$ cat config.mk
export PLATFORM = sky130hd
export DESIGN_NAME = gray_fifo
export DESIGN_NICKNAME = d
export VERILOG_FILES = /design/src/rtl/gray_fifo_pkg.sv /design/src/rtl/gray_fifo_ptr.sv /design/src/rtl/gray_fifo.sv
export SDC_FILE = /design/constraint.sdc
export NUM_CORES = 1
export LEC_CHECK = 0
export BUFFER_PORTS_ARGS = -buffer_cell sky130_fd_sc_hd__buf_2
export CAP_MARGIN = 20
export CORE_MARGIN = 5
export CORE_UTILIZATION = 45
export CTS_BUF_LIST = sky130_fd_sc_hd__clkbuf_4 sky130_fd_sc_hd__clkbuf_8 sky130_fd_sc_hd__clkbuf_16
export CTS_CLUSTER_SIZE = 40
export DETAILED_ROUTE_END_ITERATION = 10
export PLACE_DENSITY_LB_ADDON = 0.12
export SYNTH_ARGS = -nofsm -noshare
export SYNTH_HDL_FRONTEND = slang
export SYNTH_SLANG_ARGS = --single-unit
export TNS_END_PERCENT = 5
$ cat constraint.sdc
create_clock -name clk -period 4.9 [get_ports clk]
set_input_delay 0.245 -clock clk [delete_from_list [all_inputs] [get_ports clk]]
set_output_delay 0.245 -clock clk [all_outputs]
set_load 0.01 [all_outputs]
$ cat src/rtl/gray_fifo_pkg.sv
// gray_fifo shared definitions
// defaults and Gray conversion helpers
package gray_fifo_pkg;

  localparam int DEF_DATA_W = 8;
  localparam int DEF_ADDR_W = 4;
  localparam int DEPTH      = 1 << DEF_ADDR_W;

  function automatic logic [31:0] bin2gray(input logic [31:0] b);
    return b ^ (b >> 1);
  endfunction

  function automatic logic [31:0] gray2bin(input logic [31:0] g);
    logic [31:0] b;
    b = g;
    for (int i = 1; i < 32; i++) begin
      b = b ^ (g >> i);
    end
    return b;
  endfunction

endpackage

$ cat src/rtl/gray_fifo_ptr.sv
// gray_ptr: binary pointer with registered Gray mirror
// next-state values exported for registered flag logic
module gray_ptr
  import gray_fifo_pkg::*;
#(
  parameter int W = DEF_ADDR_W + 1
) (
  input  logic         clk,
  input  logic         rst_n,
  input  logic         inc,
  output logic [W-1:0] bin,
  output logic [W-1:0] bin_next,
  output logic [W-1:0] gray_next
);

  logic [W-1:0] gray;

  assign bin_next  = bin + W'(inc);
  assign gray_next = inc ? W'(bin2gray(32'(bin_next))) : gray;

  // pointer pair advances together on inc
  always_ff @(posedge clk or negedge rst_n) begin
    if (!rst_n) begin
      bin  <= '0;
      gray <= '0;
    end else begin
      bin  <= bin_next;
      gray <= gray_next;
    end
  end

endmodule

$ cat src/rtl/gray_fifo.sv
// gray_fifo: single-clock FIFO, Gray pointers
// registered exact full/empty/level flags
module gray_fifo
  import gray_fifo_pkg::*;
#(
  parameter int DATA_W = DEF_DATA_W,
  parameter int ADDR_W = DEF_ADDR_W
) (
  input  logic              clk,
  input  logic              rst_n,
  input  logic              wr_en,
  input  logic              rd_en,
  input  logic [DATA_W-1:0] din,
  output logic [DATA_W-1:0] dout,
  output logic              full,
  output logic              empty,
  output logic [ADDR_W:0]   level
);

  localparam int PW = ADDR_W + 1;
  localparam int N  = 1 << ADDR_W;

  logic [DATA_W-1:0] mem [N];

  logic          wr_acc;
  logic          rd_acc;
  logic [PW-1:0] wr_bin;
  logic [PW-1:0] rd_bin;
  logic [PW-1:0] wr_bin_next;
  logic [PW-1:0] rd_bin_next;
  logic [PW-1:0] wr_gray_next;
  logic [PW-1:0] rd_gray_next;
  logic          empty_next;
  logic          full_next;
  logic [PW-1:0] level_next;

  assign wr_acc = wr_en & ~full;
  assign rd_acc = rd_en & ~empty;

  gray_ptr #(.W(PW)) u_wr_ptr (
    .clk       (clk),
    .rst_n     (rst_n),
    .inc       (wr_acc),
    .bin       (wr_bin),
    .bin_next  (wr_bin_next),
    .gray_next (wr_gray_next)
  );

  gray_ptr #(.W(PW)) u_rd_ptr (
    .clk       (clk),
    .rst_n     (rst_n),
    .inc       (rd_acc),
    .bin       (rd_bin),
    .bin_next  (rd_bin_next),
    .gray_next (rd_gray_next)
  );

  // flags from next-state Gray pointers
  always_comb begin
    empty_next = (wr_gray_next == rd_gray_next);
    full_next  = (wr_gray_next ==
                  {~rd_gray_next[ADDR_W:ADDR_W-1],
                   rd_gray_next[ADDR_W-2:0]});
    level_next = wr_bin_next - rd_bin_next;
  end

  // register flags, level and read data
  always_ff @(posedge clk or negedge rst_n) begin
    if (!rst_n) begin
      empty <= 1'b1;
      full  <= 1'b0;
      level <= '0;
      dout  <= '0;
    end else begin
      empty <= empty_next;
      full  <= full_next;
      level <= level_next;
      if (rd_acc) begin
        dout <= mem[rd_bin[ADDR_W-1:0]];
      end
    end
  end

  // storage array, contents not reset
  always_ff @(posedge clk) begin
    if (wr_acc) begin
      mem[wr_bin[ADDR_W-1:0]] <= din;
    end
  end

endmodule

* Yosys cells after proc, flatten, opt, wreduce, memory -nomap -nowiden
Memory sizes are Yosys's and may differ from the RTL's. A register that Yosys moved wholly into a read port is not among the register bits.
Cells that the tools add are included.
** Operators by class
- Mux-type cells :: 4
- $add $sub $neg :: 3
- Equal/unequal tests :: 2
- Reduce and logical (&&, ||, !) cells :: 1
- Bitwise operators :: 7
** Operator list (number)
- 5-bit by 1-bit adder with 5-bit output :: 2
- 5-bit equality test :: 2
- 5-bit 2-to-1 mux :: 2
- 5-bit by 4-bit bitwise XOR with 5-bit output :: 2
- 5-bit subtractor :: 1
- 1-bit bitwise AND :: 2
- 1-bit 2-to-1 mux :: 2
- 1-bit NOT :: 2
- 2-bit NOT :: 1
- 1-bit zero test :: 1
** Storage, ports and cells
- Memories :: 1
- Output and inout port bits :: 15
- Flip-flop bits (word level) :: 27
- Input bits :: 12
- Logic and storage cells :: 25
- Bits in writable memories :: 128
** Memory list
- mem :: depth 16, width 8, read ports 1, clocked after Yosys merged registers in 1, write ports 1, line gray_fifo.sv:23 : logic [DATA_W-1:0] mem [N];

* Depth between registers and ports, before layout
Gate-level depths: netlist of the first run.
- Depth in word-level cells :: 7
- Gate-level depth with buffers :: 11
- Mapped depth without buffers :: 10

* Cells and area by module
A second synthesis of the first run with hierarchy kept.
** Second synthesis, totals
- Cells, all modules :: 429
- Area total of the unflattened synthesis :: 6641.4 um^2
** Modules (own cells, without submodules)
- gray_fifo :: times used 1, seq. area each 4220.3 um^2, cells each 363, area an instance 5768.0 um^2
- gray_ptr :: times used 2, seq. area each 250.2 um^2, cells each 33, area an instance 436.7 um^2

* Worst setup path after synthesis of the first run
OpenSTA, ideal clock, no wires.
- Path type :: register to register
- Start point :: reg empty
- End point :: reg level[4]
- Setup slack :: 2.331 ns
- Buffers on the path :: 1
- Setup time :: 0.125 ns
- Required time :: 4.775 ns
- Period minus slack after synthesis :: 2.569 ns
- Cell stages (with the launch flop) :: 12
- Arrival :: 2.444 ns
- Cells stage by stage :: dfstp_2 > nand2b_1 > buf_4 > inv_1 > ha_1 > ha_1 > xor2_2 > inv_1 > ha_1 > a21oi_1 > maj3_1 > xnor2_1
** Between the ends
- Cells in the longest elaborated chain, start to end :: 4
** Ends and longest elaborated chain
- start, declared :: line gray_fifo.sv:16 : output logic empty,
- start signal, assigned :: line gray_fifo.sv:75 : empty <= empty_next;
- 1-bit NOT :: line gray_fifo.sv:38 : assign rd_acc = rd_en & ~empty;
- 1-bit bitwise AND :: line gray_fifo.sv:38
- 5-bit by 1-bit adder with 5-bit output :: line gray_fifo_ptr.sv:18 : assign bin_next = bin + W'(inc);
- net rd_bin_next[2] :: line gray_fifo.sv:30 : logic [PW-1:0] rd_bin_next;
- 5-bit subtractor :: line gray_fifo.sv:64 : level_next = wr_bin_next - rd_bin_next;
- net level_next[4] :: line gray_fifo.sv:35 : logic [PW-1:0] level_next;
- end signal, assigned :: line gray_fifo.sv:77 : level <= level_next;
- end, declared :: line gray_fifo.sv:17 : output logic [ADDR_W:0] level
The timed path passes the listed nets, and every way through them passes these cells.

* Final worst setup path of the first run
Same ends and word-level chain as after synthesis.

==> run summary, run 1 <==
Post-synth EDFFs = 128
initial DRC count = 225
Reg2Reg Setup Slack = 2050 ps
top post-synthesis cells by area = edfxtp_1, dfrtp_1, mux4_2
gp weighted congestion = 0.728
post-synth cell types = 47
Rel. slew slack = 33.3%
flop and latch count out of synthesis = 163
Worst-Skew Late Latency = 420 ps
I/O pins = 27
hold_sp = din[5]
Slew @ Worst Pin = 997 ps
share of layout cells above drive strength 1 = 27.0%
H-tree Lvls = 4
CTS clock-pin slew for the worst setup and hold paths = 70 ps
DRC = 0
number of global-route vias before repair = 3241
dpl hpwl = 8.01 mm
Routed Antenna Nets = 0
Slew Viols, Final = 0
chip width = 131 um
Synth warnings = 0
asr flop ratio synth = 21.5%
clk buf depth = 2
Primary FF master, synth = edfxtp_1
share of the synthesized area in the top cell type = 58.3%
FP Rows = 44
total gr overflow = 0
Synth Area in Simple Gates = 5.16%
die area = 17200 um^2
minimum clock period = 2850 ps
mapped cell area = 6590 um^2
top cells by count, synth = edfxtp_1, dfrtp_1, mux4_2
# Max-Cap Violations = 0
worst r2r path cells = 11
Root Driver = clkbuf_16
Mapped Avg Cell Area = 18.1 um^2
Nets = 415
Fin. Hold Viols = 0
Synth Area in Adders = 1.78%
CTS tree = built
GRT Util Overall = 16.5%
post-synthesis mux area share = 11.1%
pin count of the biggest net entering global routing = 36
Final Util = 51.7%
worst hold endpoint = mem[15][5]
core box area = 14500 um^2
antenna violations before repair = 0
routed vias/inst = 5.43
Compound-Gate Fraction of Synth Area = 4.38%
Pwr Density = 653 nW/um^2
Avg WL per Cell = 21.7 um
status = finished, final reports clean
XOR/XNOR Fraction of Synth Area = 3.32%
kind of critical path = reg2reg
number of iterations in the first detailed-routing pass = 4
maximum vdd ir drop = 0.253 mV
Port-buffer cells = 26
post-synthesis sequential area ratio = 71.6%
Num CTS Buffers = 17
antenna fix cells = 0
WL final = 12.8 mm
final period utilization = 58.3%
Critical Path RT = 5190 ps
most frequent cell after synthesis = edfxtp_1
Hold Path Stages = 1
Register Area = 4720 um^2
number of fillers in the final layout = 1180
area of the multi-input gates = 1720 um^2
Synth Instances = 364
Crit. End Element = flop
Synth area leader = edfxtp_1
Net Count, Synth = 384
via count = 3217
launch point of the worst reg-to-reg path = empty
Critical Path AT = 3150 ps
Hold WC Path Type = in2reg
global-route wire length before repair = 19.9 mm
R2R Path End = level[4]
clk sink count = 163
largest family of logic cells by synthesized area = multiplexers
Max FO, Critical Path = 27
Max Freq = 350 MHz
synth-to-layout area growth = 13.5%
clk_skew = 10.4 ps
setup TNS = 0 ps
Pleak = 2.67 nW
RSZ-0062 raised after global routing = false
initial core utilization = 45.5%
crit path launch type = flop
Die Y = 131 um
# setup viols final = 0
==> worst max-delay path by stage <==
stage / cells past startpoint / slack (ps) / startpoint / end
6_report: 11 / 2050 / empty / level[4]
5_1_grt: 11 / 1840 / empty / level[4]
4_1_cts: 11 / 2020 / empty / level[4]
3_3_place_gp: 11 / 2070 / empty / level[4]
2_1_floorplan: 11 / 2330 / empty / level[4]
3_5_place_dp: 11 / 2040 / empty / level[4]
==> flip-flops by register name (all words and copies together) (netlist names) <==
name           count
u_wr_ptr.bin       5
full               1
empty              1
dout               8
mem              128
u_rd_ptr.gray      5
level              5
u_wr_ptr.gray      5
u_rd_ptr.bin       5
==> worst max-delay path, cell delays in order, from the launching register on <==
cell and delay [ps]:
dfstp_2 520, nand2b_1 90, buf_4 270, inv_1 100, ha_1 220, ha_1 240
xor2_2 300, inv_1 80, ha_1 330, a21oi_1 80, maj3_1 360, xnor2_1 130
==> stage by stage <==
stage | setup WS (ps) | instances | area [um^2] | total power, mW | hold WS [ps]
after floorplan | 2330 | 364 | 6590 | 3.18 | -50.6
after global placement | 2070 | 559 | 6880 | 3.61 | 373
after detailed placement | 2040 | 559 | 6880 | 3.62 | 382
after CTS | 2020 | 592 | 7490 | 4.96 | 183
after global routing | 1840 | 592 | 7490 | 5.18 | 197
final | 2050 | 592 | 7490 | 4.89 | 211
==> report_power, final <==
group / switching (mW) / internal (mW) / leakage (nW)
combinational: 0.894 / 0.753 / 0.795
sequential: 0.153 / 1.77 / 1.58
clock: 0.528 / 0.795 / 0.299
total: 1.57 / 3.32 / 2.67
==> routing by layer <==
metal  global-route usage, %  up-vias  wire length, um
li1                        -     1469                -
met1                    24.8     1667             6150
met2                    23.7       68             5900
met3                    3.69       13              559
met4                    6.17        0              213
met5                       0        -                0
==> final cells by class <==
class | count | share of cell area [%]
inverter | 12 | 0.602
clock inverter | 9 | 1.19
sequential | 163 | 63.1
clock buffer | 23 | 6.84
multi-input combinational | 170 | 22.9
tap | 184 | 3.08
timing repair buffer | 31 | 2.27
==> cell usage in the layout, fill, tap and decap left out, types with 5 or more instances in the layout <==
cell	count
edfxtp_1	128
dfrtp_1	33
mux4_2	32
buf_2	26
nor2_1	21
clkbuf_16	19
nand2_1	18
inv_1	12
xnor2_1	10
a22o_1	8
a221oi_1	8
ha_1	7
nand3_1	6
xor2_1	6
o21ai_1	6
a21oi_1	5
==> what timing repair did <==
item | 4_1_cts | 5_1_grt
gates resized for setup | 0 | 0
buffers inserted | 0 | 0
endpoints found under the hold margin | 34 | 0
setup endpoints to repair | 0 | 0
hold buffers | 1 | 0
==> cells by family after synthesis <==
kind of cell	after synthesis
xor+xnor	20
compound gates	39
buf+inv	31
flops	163
simple gates	69
mux	33
fa+ha+maj	9
No activity file was read; power rests on OpenSTA's default activity.
==> inputs of run 2 (changes only) <==
clock period = 2.35 ns   (was 4.9 ns; I/O delays follow)
==> run 2 against run 1 <==
Non-clock buffer count grew 37. Count of clock-buffer cells in the layout shrank 5. Register-to-register slack lost 2000 ps. Routed wire length grew 3.9%. Clock skew shrank 1.8 ps. Total power grew 130%. Setup slack lost 2000 ps. Critical endpoint unchanged. Largest cell class unchanged.
==> run summary, run 2 (same netlist as run 1, synthesis figures left out) <==
initial core utilization = 45.5%
Die Y = 131 um
GRT met2 Usage = 26.6%
Nets = 452
crit path launch type = flop
Top Family by Delay on Critical Path = adder cells
CP max stage delay = 540 ps
Critical Path RT = 2650 ps
commonest non-fill, non-tap cell in the layout = edfxtp_1
Hold Path Stages = 1
clk buf depth = 2
antenna violations before repair = 0
core box area = 14500 um^2
initial DRC count = 213
Routed Antenna Nets = 0
Fin. Hold Viols = 0
CTS clock-pin slew for the worst setup and hold paths = 70 ps
WP buf/inv = 2
Critical Path AT = 2570 ps
final period utilization = 96.7%
Most Used Layer, Global Route = met2
die area = 17200 um^2
cell mode on critical path = ha_4
chip width = 131 um
slowest stage cell on the critical path = dfstp_2
pin count of the biggest net entering global routing = 36
final non-filler cell total = 629
H-tree Lvls = 4
GRT Util Overall = 17.2%
Root Driver = clkbuf_16
Rel. slew slack = 34.4%
via count = 3363
Max Freq = 440 MHz
antenna fix cells = 0
worst slack, placed = -1.20 ps
kind of critical path = reg2reg
Reg2Reg Setup Slack = 80 ps
RSZ-0062 raised after global routing = true
critical path depth = 10
routed vias/inst = 5.35
Crit. End Element = flop
Slew @ Worst Pin = 983 ps
Pleak = 2.86 nW
synth-to-layout area growth = 19.9%
PnR worst setup slack = 77.0 ps
Num CTS Buffers = 17
Hold WC Path Type = in2reg
minimum clock period = 2270 ps
maximum vdd ir drop = 0.622 mV
GR Layer Usage met1 = 24.3%
CTS tree = built
Worst-Skew Late Latency = 430 ps
Cells after DPL = 593
Max FO, Critical Path = 4
crit-path cells = nand2b_4 -> inv_1 -> ha_4 -> ha_4 -> xor2_4 -> inv_2 -> ha_4 -> a21oi_2 -> maj3_2 -> xnor2_2
gp weighted congestion = 0.753
Port-buffer cells = 26
Pwr Density = 1390 nW/um^2
I/O pins = 27
met3 usage = 4.17%
DRC = 0
number of iterations in the first detailed-routing pass = 4
worst r2r path cells = 10
global-route wire length before repair = 20.9 mm
dpl hpwl = 8.59 mm
clk sink count = 163
total gr overflow = 0
Avg WL per Cell = 21.2 um
share of layout cells above drive strength 1 = 36.0%
Slew Viols, Final = 0
FP Rows = 44
status = finished, final reports clean
# Max-Cap Violations = 0
number of global-route vias before repair = 3520
most frequent cells in the layout = edfxtp_1, buf_4, dfrtp_1
WL final = 13.3 mm
clk_skew = 8.54 ps
max reg flops = 128
# setup viols final = 0
run 2: cell count changes in the layout (fill, tap and decap cells not counted), sizes merged:
cell      delta
buf         +37
clkbuf       -5
clkinvlp     +3
bufinv       +1
inv          +1
run 2: final cells by class:
type,count,area [um^2]
Clock buffer,18,433
Clock inverter,14,151
Fill cell,1150,6570
Inverter,12,45.0
Multi-Input combinational cell,170,1850
Sequential cell,163,4720
Tap cell,184,230
Timing Repair Buffer,68,473
run 2: power breakdown:
| part | internal (mW) | switching [mW] |
|---|---|---|
| Combinational | 2.16 | 2.16 |
| Sequential | 3.68 | 0.290 |
| Clock | 1.59 | 1.15 |
| Total | 7.43 | 3.60 |
run 2: per-stage QoR:
step / total power [mW] / area, um^2 / util, % / TNS [ps] / hold slack (ps)
6_report: 11.0 / 7910 / 54.6 / 0 / 70.2
5_1_grt: 11.7 / 7910 / 54.6 / -16.6 / 65.3
4_1_cts: 10.9 / 7830 / 54.1 / 0 / 59.2
3_5_place_dp: 8.11 / 7210 / 49.8 / -1.20 / 251
3_3_place_gp: 8.05 / 7210 / 49.8 / 0 / 232
2_1_floorplan: 6.79 / 6670 / - / -20.2 / -178
run 2: final timing paths:
path | from | end
min in group asynchronous | rst_n | u_wr_ptr.bin[0]
worst min-delay path | din[3] | mem[1][3]
worst max register to register | empty | level[4]
max in group asynchronous | rst_n | u_rd_ptr.bin[0]
worst min register to register | dout[2] | dout[2]
worst max-delay path | empty | level[4]
run 2: timing repair:
item                                    CTS  global route
endpoints found under the setup margin    2             4
resized for setup                         2            12
hold buffers                              1             0
buffers inserted                          1             2
pin swaps                                 1             5
hold endpoints to repair                 34             0
run 2: routing by layer:
| metal | share of wire (%) | up-vias |
|---|---|---|
| li1 | - | 1542 |
| met1 | 47 | 1745 |
| met2 | 48 | 60 |
| met3 | 4.0 | 16 |
| met4 | 1.3 | 0 |
| met5 | 0 | - |
